`config.mk`:
```
export PLATFORM = sky130hd
export DESIGN_NAME = crossing_turn_executor
export DESIGN_NICKNAME = d
export VERILOG_FILES = /design/src/rtl/crossing_turn_executor.sv
export SDC_FILE = /design/constraint.sdc
export NUM_CORES = 1
export LEC_CHECK = 0
export BUFFER_PORTS_ARGS = -buffer_cell sky130_fd_sc_hd__buf_2
export CAP_MARGIN = 20
export CORE_MARGIN = 3
export CORE_UTILIZATION = 25
export DETAILED_ROUTE_END_ITERATION = 6
export GPL_ROUTABILITY_DRIVEN = 0
export HOLD_SLACK_MARGIN = 0.12
export PLACE_DENSITY = 0.41
export SLEW_MARGIN = 20
export SYNTH_ARGS = -nofsm -noshare
export SYNTH_HDL_FRONTEND = slang
export SYNTH_SLANG_ARGS = --single-unit
```
`constraint.sdc`:
```
create_clock -name clk -period 3 [get_ports clk]
set_clock_uncertainty 0.15 [all_clocks]
set_input_delay 0.15 -clock clk [delete_from_list [all_inputs] [get_ports clk]]
set_output_delay 0.15 -clock clk [all_outputs]
set_load 0.05 [all_outputs]
```
`src/rtl/crossing_turn_executor.sv`:
```
// ---------------------------------------------------------------------------
// crossing_turn_executor
//
// Purpose
//   Responder side of the controller's turn_crossing_start /
//   line_follower_start handshake.
//
//   When the controller requests a crossing manoeuvre, this block first drives
//   the robot straight over the crossing for a fixed number of motor periods.
//   It then spins on the spot until the middle sensor has crossed the required
//   number of lines:
//     - none for straight
//     - one for a left or right turn
//     - two for a U-turn
//   Finally it raises line_follower_start so the controller can resume line
//   following. While busy=1 the top-level motor mux selects this block's motor
//   outputs.
//
// Ports
//   clk                  in   system clock
//   reset                in   synchronous, active-high reset
//   sensor_m             in   middle line sensor, 0 = over the line (black)
//   turn_crossing_start  in   request level, held until line_follower_start seen
//   turn_dir             in   00 straight, 01 left, 10 right, 11 U-turn
//   line_follower_start  out  done / acknowledge level
//   motor_l_reset        out  1 = left motor stopped
//   motor_l_direction    out  left motor direction
//   motor_r_reset        out  1 = right motor stopped
//   motor_r_direction    out  right motor direction
//   busy                 out  manoeuvre in progress or awaiting handshake release
//   fault                out  spin limit exceeded; cleared only by reset
// ---------------------------------------------------------------------------
module crossing_turn_executor #(
  parameter int TIMER_W   = 21,
  parameter int PERIOD    = 2_000_000,
  parameter int CLEAR_PER = 15,
  parameter int MIN_LEAVE = 3,
  parameter int MAX_SPIN  = 200
) (
  input  logic       clk,
  input  logic       reset,
  input  logic       sensor_m,
  input  logic       turn_crossing_start,
  input  logic [1:0] turn_dir,
  output logic       line_follower_start,
  output logic       motor_l_reset,
  output logic       motor_l_direction,
  output logic       motor_r_reset,
  output logic       motor_r_direction,
  output logic       busy,
  output logic       fault
);

  localparam int CLR_W = $clog2(CLEAR_PER + 1);

  typedef enum logic [2:0] {
    S_IDLE,
    S_CLEAR,
    S_LEAVE,
    S_SEEK,
    S_DONE,
    S_FAULT
  } state_t;

  state_t state;
  state_t next_state;

  logic [TIMER_W-1:0] timer;
  logic [CLR_W-1:0]   clear_cnt;
  logic [7:0]         spin_cnt;
  logic [7:0]         leave_cnt;
  logic [1:0]         lines_left;
  logic [1:0]         dir;

  logic               timed;
  logic               tick;
  logic               state_change;
  logic [CLR_W-1:0]   clear_inc;
  logic [7:0]         spin_inc;
  logic [7:0]         leave_inc;
  logic [1:0]         lines_dec;

  // The period timer only runs in the states that move the motors.
  // A tick marks the last cycle of each motor period.
  always_comb begin
    timed        = (state == S_CLEAR) || (state == S_LEAVE) || (state == S_SEEK);
    tick         = timed && (timer == TIMER_W'(PERIOD - 1));
    state_change = (next_state != state);
    clear_inc    = clear_cnt + CLR_W'(1);
    spin_inc     = spin_cnt + 8'd1;
    leave_inc    = leave_cnt + 8'd1;
    lines_dec    = lines_left - 2'd1;
  end

  // State register.
  always_ff @(posedge clk) begin
    if (reset) begin
      state <= S_IDLE;
    end else begin
      state <= next_state;
    end
  end

  // Next-state logic.
  // A dropped request is checked before any tick-driven decision, so an abort
  // always wins over a period boundary. In LEAVE/SEEK the line-related exit is
  // tested before the spin limit, so a line found on the final allowed spin
  // tick still completes the manoeuvre rather than faulting.
  always_comb begin
    next_state = state;
    case (state)
      S_IDLE: begin
        if (turn_crossing_start) begin
          next_state = S_CLEAR;
        end
      end
      S_CLEAR: begin
        if (!turn_crossing_start) begin
          next_state = S_IDLE;
        end else if (tick && (clear_inc == CLR_W'(CLEAR_PER))) begin
          next_state = (dir == 2'b00) ? S_DONE : S_LEAVE;
        end
      end
      S_LEAVE: begin
        if (!turn_crossing_start) begin
          next_state = S_IDLE;
        end else if (tick) begin
          if ((leave_inc >= 8'(MIN_LEAVE)) && sensor_m) begin
            next_state = S_SEEK;
          end else if (spin_inc == 8'(MAX_SPIN)) begin
            next_state = S_FAULT;
          end
        end
      end
      S_SEEK: begin
        if (!turn_crossing_start) begin
          next_state = S_IDLE;
        end else if (tick) begin
          if (!sensor_m) begin
            next_state = (lines_dec == 2'd0) ? S_DONE : S_LEAVE;
          end else if (spin_inc == 8'(MAX_SPIN)) begin
            next_state = S_FAULT;
          end
        end
      end
      S_DONE: begin
        if (!turn_crossing_start) begin
          next_state = S_IDLE;
        end
      end
      S_FAULT: begin
        next_state = S_FAULT;
      end
      default: begin
        next_state = S_IDLE;
      end
    endcase
  end

  // Period timer.
  // It restarts from zero on every state change, so each state begins a fresh
  // motor period. It stays parked at zero while the motors are stopped.
  always_ff @(posedge clk) begin
    if (reset) begin
      timer <= '0;
    end else if (state_change || !timed || tick) begin
      timer <= '0;
    end else begin
      timer <= timer + TIMER_W'(1);
    end
  end

  // Direction and the number of lines the spin must cross.
  // Both are captured once, when the request is accepted, so turn_dir may
  // change freely afterwards.
  always_ff @(posedge clk) begin
    if (reset) begin
      dir        <= 2'b00;
      lines_left <= 2'd0;
    end else if ((state == S_IDLE) && turn_crossing_start) begin
      dir <= turn_dir;
      case (turn_dir)
        2'b00:   lines_left <= 2'd0;
        2'b11:   lines_left <= 2'd2;
        default: lines_left <= 2'd1;
      endcase
    end else if ((state == S_SEEK) && turn_crossing_start && tick && !sensor_m) begin
      lines_left <= lines_dec;
    end
  end

  // Forward-period counter for the straight run over the crossing.
  always_ff @(posedge clk) begin
    if (reset) begin
      clear_cnt <= '0;
    end else if (state != S_CLEAR || state_change) begin
      clear_cnt <= '0;
    end else if (tick) begin
      clear_cnt <= clear_inc;
    end
  end

  // leave_cnt counts the periods spent in the current LEAVE visit.
  // It is cleared on every entry into LEAVE, whether the spin has just started
  // or follows a line crossing in SEEK. It therefore enforces the minimum
  // blind spin before line loss is trusted.
  always_ff @(posedge clk) begin
    if (reset) begin
      leave_cnt <= 8'd0;
    end else if (state != S_LEAVE || state_change) begin
      leave_cnt <= 8'd0;
    end else if (tick) begin
      leave_cnt <= leave_inc;
    end
  end

  // spin_cnt accumulates over the whole spin (every LEAVE and SEEK visit).
  // A lost robot therefore cannot spin forever by bouncing between the two.
  always_ff @(posedge clk) begin
    if (reset) begin
      spin_cnt <= 8'd0;
    end else if ((state != S_LEAVE) && (state != S_SEEK)) begin
      spin_cnt <= 8'd0;
    end else if (tick) begin
      spin_cnt <= spin_inc;
    end
  end

  // Moore output decode from the registered state and latched direction.
  // A left turn spins with both direction bits low; right turns and U-turns
  // spin with both bits high.
  always_comb begin
    line_follower_start = 1'b0;
    motor_l_reset       = 1'b1;
    motor_l_direction   = 1'b0;
    motor_r_reset       = 1'b1;
    motor_r_direction   = 1'b0;
    busy                = 1'b0;
    fault               = 1'b0;
    case (state)
      S_CLEAR: begin
        motor_l_reset     = 1'b0;
        motor_l_direction = 1'b1;
        motor_r_reset     = 1'b0;
        motor_r_direction = 1'b0;
        busy              = 1'b1;
      end
      S_LEAVE, S_SEEK: begin
        motor_l_reset = 1'b0;
        motor_r_reset = 1'b0;
        busy          = 1'b1;
        if (dir == 2'b01) begin
          motor_l_direction = 1'b0;
          motor_r_direction = 1'b0;
        end else begin
          motor_l_direction = 1'b1;
          motor_r_direction = 1'b1;
        end
      end
      S_DONE: begin
        line_follower_start = 1'b1;
        busy                = 1'b1;
      end
      S_FAULT: begin
        fault = 1'b1;
      end
      default: begin
        line_follower_start = 1'b0;
      end
    endcase
  end

endmodule
```
Word-level counts from Yosys, hierarchy flattened
Index checks and enable logic that the tools add are counted.
- magnitude comparators: 1
- $add $sub $neg: 5
- reduce and logical (&&, ||, !) cells: 28
- muxes and demuxes: 24
- equality and inequality tests: 14
- operator list (cell ; number):
    2-to-1 mux 3 bit ; 13
    adder 21 x 1 -> 21 bit, second input constant ; 1
    == test 21 bit, second input constant ; 1
    one-hot mux 3 bit (6 select lines) ; 1
    adder 8 x 1 -> 8 bit, second input constant ; 2
    OR reduction 2 bit ; 5
    == test 8 bit, second input constant ; 1
    greater-or-equal comparator 8 x 2 -> 1 bit, second input constant ; 1
    logical AND 1 bit ; 8
    == test 3 x 2 -> 1 bit, second input constant ; 2
    == test 3 bit, second input constant ; 2
    logical NOT 2 bit ; 3
    logical OR 1 bit ; 6
    2-to-1 mux 1 bit ; 6
    != test 3 x 2 -> 1 bit, second input constant ; 2
    adder 4 x 1 -> 4 bit, second input constant ; 1
    == test 4 bit, second input constant ; 1
    2-to-1 mux 2 bit ; 2
    one-hot mux 2 bit (2 select lines) ; 1
    OR reduction 4 bit ; 1
    == test 3 x 1 -> 1 bit, second input constant ; 1
    logical NOT 3 bit ; 1
    != test 3 x 1 -> 1 bit, second input constant ; 1
    != test 3 bit ; 1
    other kinds (7) ; 8
- input port bits: 6
- output and inout bits: 7
- register bits after elaboration: 48
- word-level logic and storage cells: 79

Logic depth before layout (Yosys ltp)
- word-level depth: 12
- mapped depth: 10
- depth with buffers taken out: 9

Least setup slack after synthesis
Ideal clock, no wire load.
- path type: register to register
- from: register state[1]
- to: register timer[16]
- clock period less this slack: 2.846 ns
- stages on the path, launching flop included: 10
- arrival time: 2.617 ns
- data required time: 2.770 ns
- library setup time: 0.080 ns
- path slack: 0.154 ns
- cells stage by stage: dfxtp_1 > buf_2 > o21bai_1 > and3b_1 > o2111ai_1 > nand4_1 > o311ai_2 > o21ai_2 > buf_6 > nor3b_1
- word-level cells in the longest chain between the ends: 12
- elaborated cells on any way between the ends: 27
- those cells by class: eq/ne (6); mux (12); reduce/logical (9)
- RTL lines (element ; RTL line ; RTL):
    start, declared ; 65 ; state_t state;
    start signal, assigned ; 100 ; state <= next_state;
    == test 3 x 1 -> 1 bit / == test 3 x 2 -> 1 bit (equally long branches) ; 86, 111 ;
    logical OR 1 bit (2 in series) ; 86 ; timed = (state == S_CLEAR) || (state == S_LEAVE) || (state == S_SEEK);
    logical AND 1 bit ; 87 ; tick = timed && (timer == TIMER_W'(PERIOD - 1));
    logical AND 1 bit ; 120 ; end else if (tick && (clear_inc == CLR_W'(CLEAR_PER))) begin
    2-to-1 mux 3 bit ; 120 ;
    2-to-1 mux 3 bit ; 118 ; if (!turn_crossing_start) begin
    one-hot mux 3 bit (6 select lines) ; 111 ; case (state)
    != test 3 bit ; 88 ; state_change = (next_state != state);
    logical OR 1 bit ; 166 ; end else if (state_change || !timed || tick) begin
    logical OR 1 bit (*) ; 166 ;
    OR reduction 2 bit (no line) (*) ; -- ;
    end signal, assigned ; 169 ; timer <= timer + TIMER_W'(1);
    end, declared ; 68 ; logic [TIMER_W-1:0] timer;
Mark *: on every way between the ends. The rest lies on a longest branch, timed or not.
A chain may end at the register's enable or synchronous reset.

Worst setup path after layout
- from: register leave_cnt[1]
- to: register timer[5]
- word-level cells in the longest chain between the ends: 11
- RTL lines (element ; RTL line ; RTL):
    start, declared ; 71 ; logic [7:0] leave_cnt;
    start signal, assigned ; 213 ; leave_cnt <= leave_inc;
    adder 8 x 1 -> 8 bit ; 91 ; leave_inc = leave_cnt + 8'd1;
    greater-or-equal comparator 8 x 2 -> 1 bit ; 128 ; if ((leave_inc >= 8'(MIN_LEAVE)) && sensor_m) begin
    logical AND 1 bit ; 128 ;
    2-to-1 mux 3 bit ; 128 ;
    2-to-1 mux 3 bit ; 127 ; end else if (tick) begin
    2-to-1 mux 3 bit ; 125 ; if (!turn_crossing_start) begin
    one-hot mux 3 bit (6 select lines) ; 111 ;
    != test 3 bit ; 88 ;
    logical OR 1 bit (2 in series) ; 166 ;
    OR reduction 2 bit (no line) ; -- ;
No other way between the ends.

==> impl_metrics.toml <==
[outcome]
status = "finished, final reports clean"

[critical_path]
rr_worst_depth = 9
r2r_slack_ns = 0.37
start_kind = "flip-flop"
cp.arrival_ns = 2.68
critical_path_class = "reg -> reg"
cp_max_fo = 21
timing.critical_path.required_ns = 3.05
end_kind = "flip-flop"

[cts]
post_cts_resized = 0
cts_root_buffer = "clkbuf_16"
clk_pin_slew_ns = 0.07
clkLatencyLatePin_ns = 0.29
cts_hold_buf = 6
cts_tree = "done"
clk_path_buf_depth = 2
htree_levels = 2
cts_setup_buffers = 0
cts_sinks = 48
cts_buffers = 5

[sta]
fin_setup_tns_ns = 0
hold_viol = 0
fin_crit_sh_pct = 87.8
worstMarginPinSlew_ns = 0.474
min_period_ns = 2.63
drv_slew = 0
setup_ws_ns = 0.366
finalSetupViolCount = 0
relSlewSlack_pct = 68.4
max_freq_mhz = 380
holdWs_ns = 0.184
rsz0062_at_grt = "false"

[global_route]
gr-total-overflow = 0
antenna_found_initial = 0
grt_pass1_vias = 2400
grt_max_degree = 22
grt_pass1_wl_um = 12000
grt.total_usage_pct = 11.4

[layout]
stdcell_count = 499
final_util_pct = 30.4
drive_gt1_share_pct = 14.8
fin_nets = 373
final_common_cell = "dfxtp_1"
multi_input_area_um2 = 1740
fillerInstances = 1208
regArea_um2 = 961
layout_common_cells = "dfxtp_1 (48), nor2_1 (35), xnor2_1 (24), nand2_1 (24), nor4_1 (18)"
n_antenna_cell = 0
syn2layout_area_growth_pct = 16.9
design_area_um2 = 3350

[placed_design]
placement.setup.worst_slack_ns = 0.360
place_area_um2 = 3110
io_buffers = 12
place_inst = 485
place_hpwl_um = 4960

[floorplanning]
num_rows = 38
io-pin-count = 13
die_h_um = 113
core_area_um2 = 11000
die_w_um = 113
start_util_pct = 26.0
die_area_um2 = 12800

[detailed_routing]
vias_per_cell = 5.03
drt-total-wl_um = 6890
dr.pass1.iters = 4
drt_iter0_markers = 75
drc = 0
route.detailed.wl_per_inst_um = 13.8
ant_nets = 0
vias = 2511

[power]
seq_power_share_pct = 47.0
clkPwrFrac_pct = 48.5
intPower_mw = 1.08
total_power_mw = 1.37
leakagePower_nw = 1.11
switching_share_pct = 21.0
peakVddDrop_uv = 225
powerDensity_nw_per_um2 = 409
pwr-share-comb_pct = 4.5
p_sw_mw = 0.288

[yosys]
synth-edff-count = 0
synth_ff_type = "dfxtp_1"
syn_area_per_cell_um2 = 8.50
yosys_warnings = 0
synth_top_area_cell = "dfxtp_1"
async_flop_share_pct = 0
synth_nets = 352
synth_cell_types = 59
synth_seq_cells = 48
synthCells = 337
syn_area_um2 = 2870
synth.top_cell.area_share_pct = 33.5
yosys-top-cells-area = "dfxtp_1 (34%), xnor2_1 (7.3%), nor2_1 (4.6%)"
ys_seq_area_share_pct = 33.5

[run]
maxCapViolations = 0

[hold_path]
hold_depth = 3
hold_class = "in -> reg"
-- worst paths after layout --
check / from / end
max reg2reg: leave_cnt[1]$_SDFFE_PP0P_ / timer[5]$_SDFF_PP0_
max: leave_cnt[1]$_SDFFE_PP0P_ / timer[5]$_SDFF_PP0_
min reg2reg: timer[0]$_SDFF_PP0_ / timer[0]$_SDFF_PP0_
min: sensor_m / state[0]$_SDFF_PP0_
-- flip-flops by register name, indices dropped and copies added (netlist names) --
register / count
clear_cnt: 4
dir: 2
leave_cnt: 8
lines_left: 2
spin_cnt: 8
state: 3
timer: 21
-- layer usage --
layer	vias to the layer above	track usage (%)	share of wire [%]
met5	-	0	0
met4	0	2.64	0.91
met3	5	2.41	1.9
met2	20	18.6	47
met1	1218	15.4	50
li1	1268	-	-
-- cells in the mapped netlist, types with 3 or more instances --
master	instances
nand4_1	11
a21oi_1	9
a211oi_1	5
nor4b_1	4
and4b_1	3
nand2_1	24
ha_1	9
nor3_2	3
or3_1	4
clkbuf_1	4
buf_6	5
nor3b_1	3
o21ai_0	4
buf_2	7
mux2i_1	3
nand3b_1	3
nor2b_1	3
xnor2_1	24
nor4_2	3
o31ai_1	3
xor2_1	14
inv_1	10
nand3_1	16
nor3_1	15
dfxtp_1	48
nor2_1	35
and3_1	5
nor4_1	18
-- logic make-up after synthesis --
group                      Yosys count  synth area share (%)
adders and majority gates            9                  3.93
DFF                                 48                  33.5
and+or+nand+nor                    164                  32.6
AOI/OAI and AO/OA                   45                  11.4
buffers and inverters               30                  5.81
xor gates and xnor gates            38                  11.6
muxes                                3                  1.05
-- power groups by stage --
stage	Sequential [mW]	Combinational [mW]	Clock (mW)
after floorplan	0.659	0.0372	0
after global placement	0.659	0.0551	0
after detailed placement	0.660	0.0548	0
after CTS	0.645	0.0613	0.685
after global routing	0.645	0.0670	0.716
final	0.645	0.0610	0.665
-- worst max-delay path, stage by stage (launching register included) --
cell,delay (ns)
dfxtp_1,0.37
ha_1,0.26
and3_2,0.25
or3_1,0.30
o32a_1,0.21
o31a_1,0.30
o21ai_1,0.16
o22ai_2,0.11
buf_12,0.17
nor4_1,0.24
-- final cells by class --
cell class	count	area share, %
flip-flops and latches	48	28.7
multi-input cells	259	51.9
well taps	140	5.23
clock inverters	2	1.16
inverters	11	1.23
clock buffers	6	4.14
repair buffers	33	7.69
(Power assumes the default switching activity.)
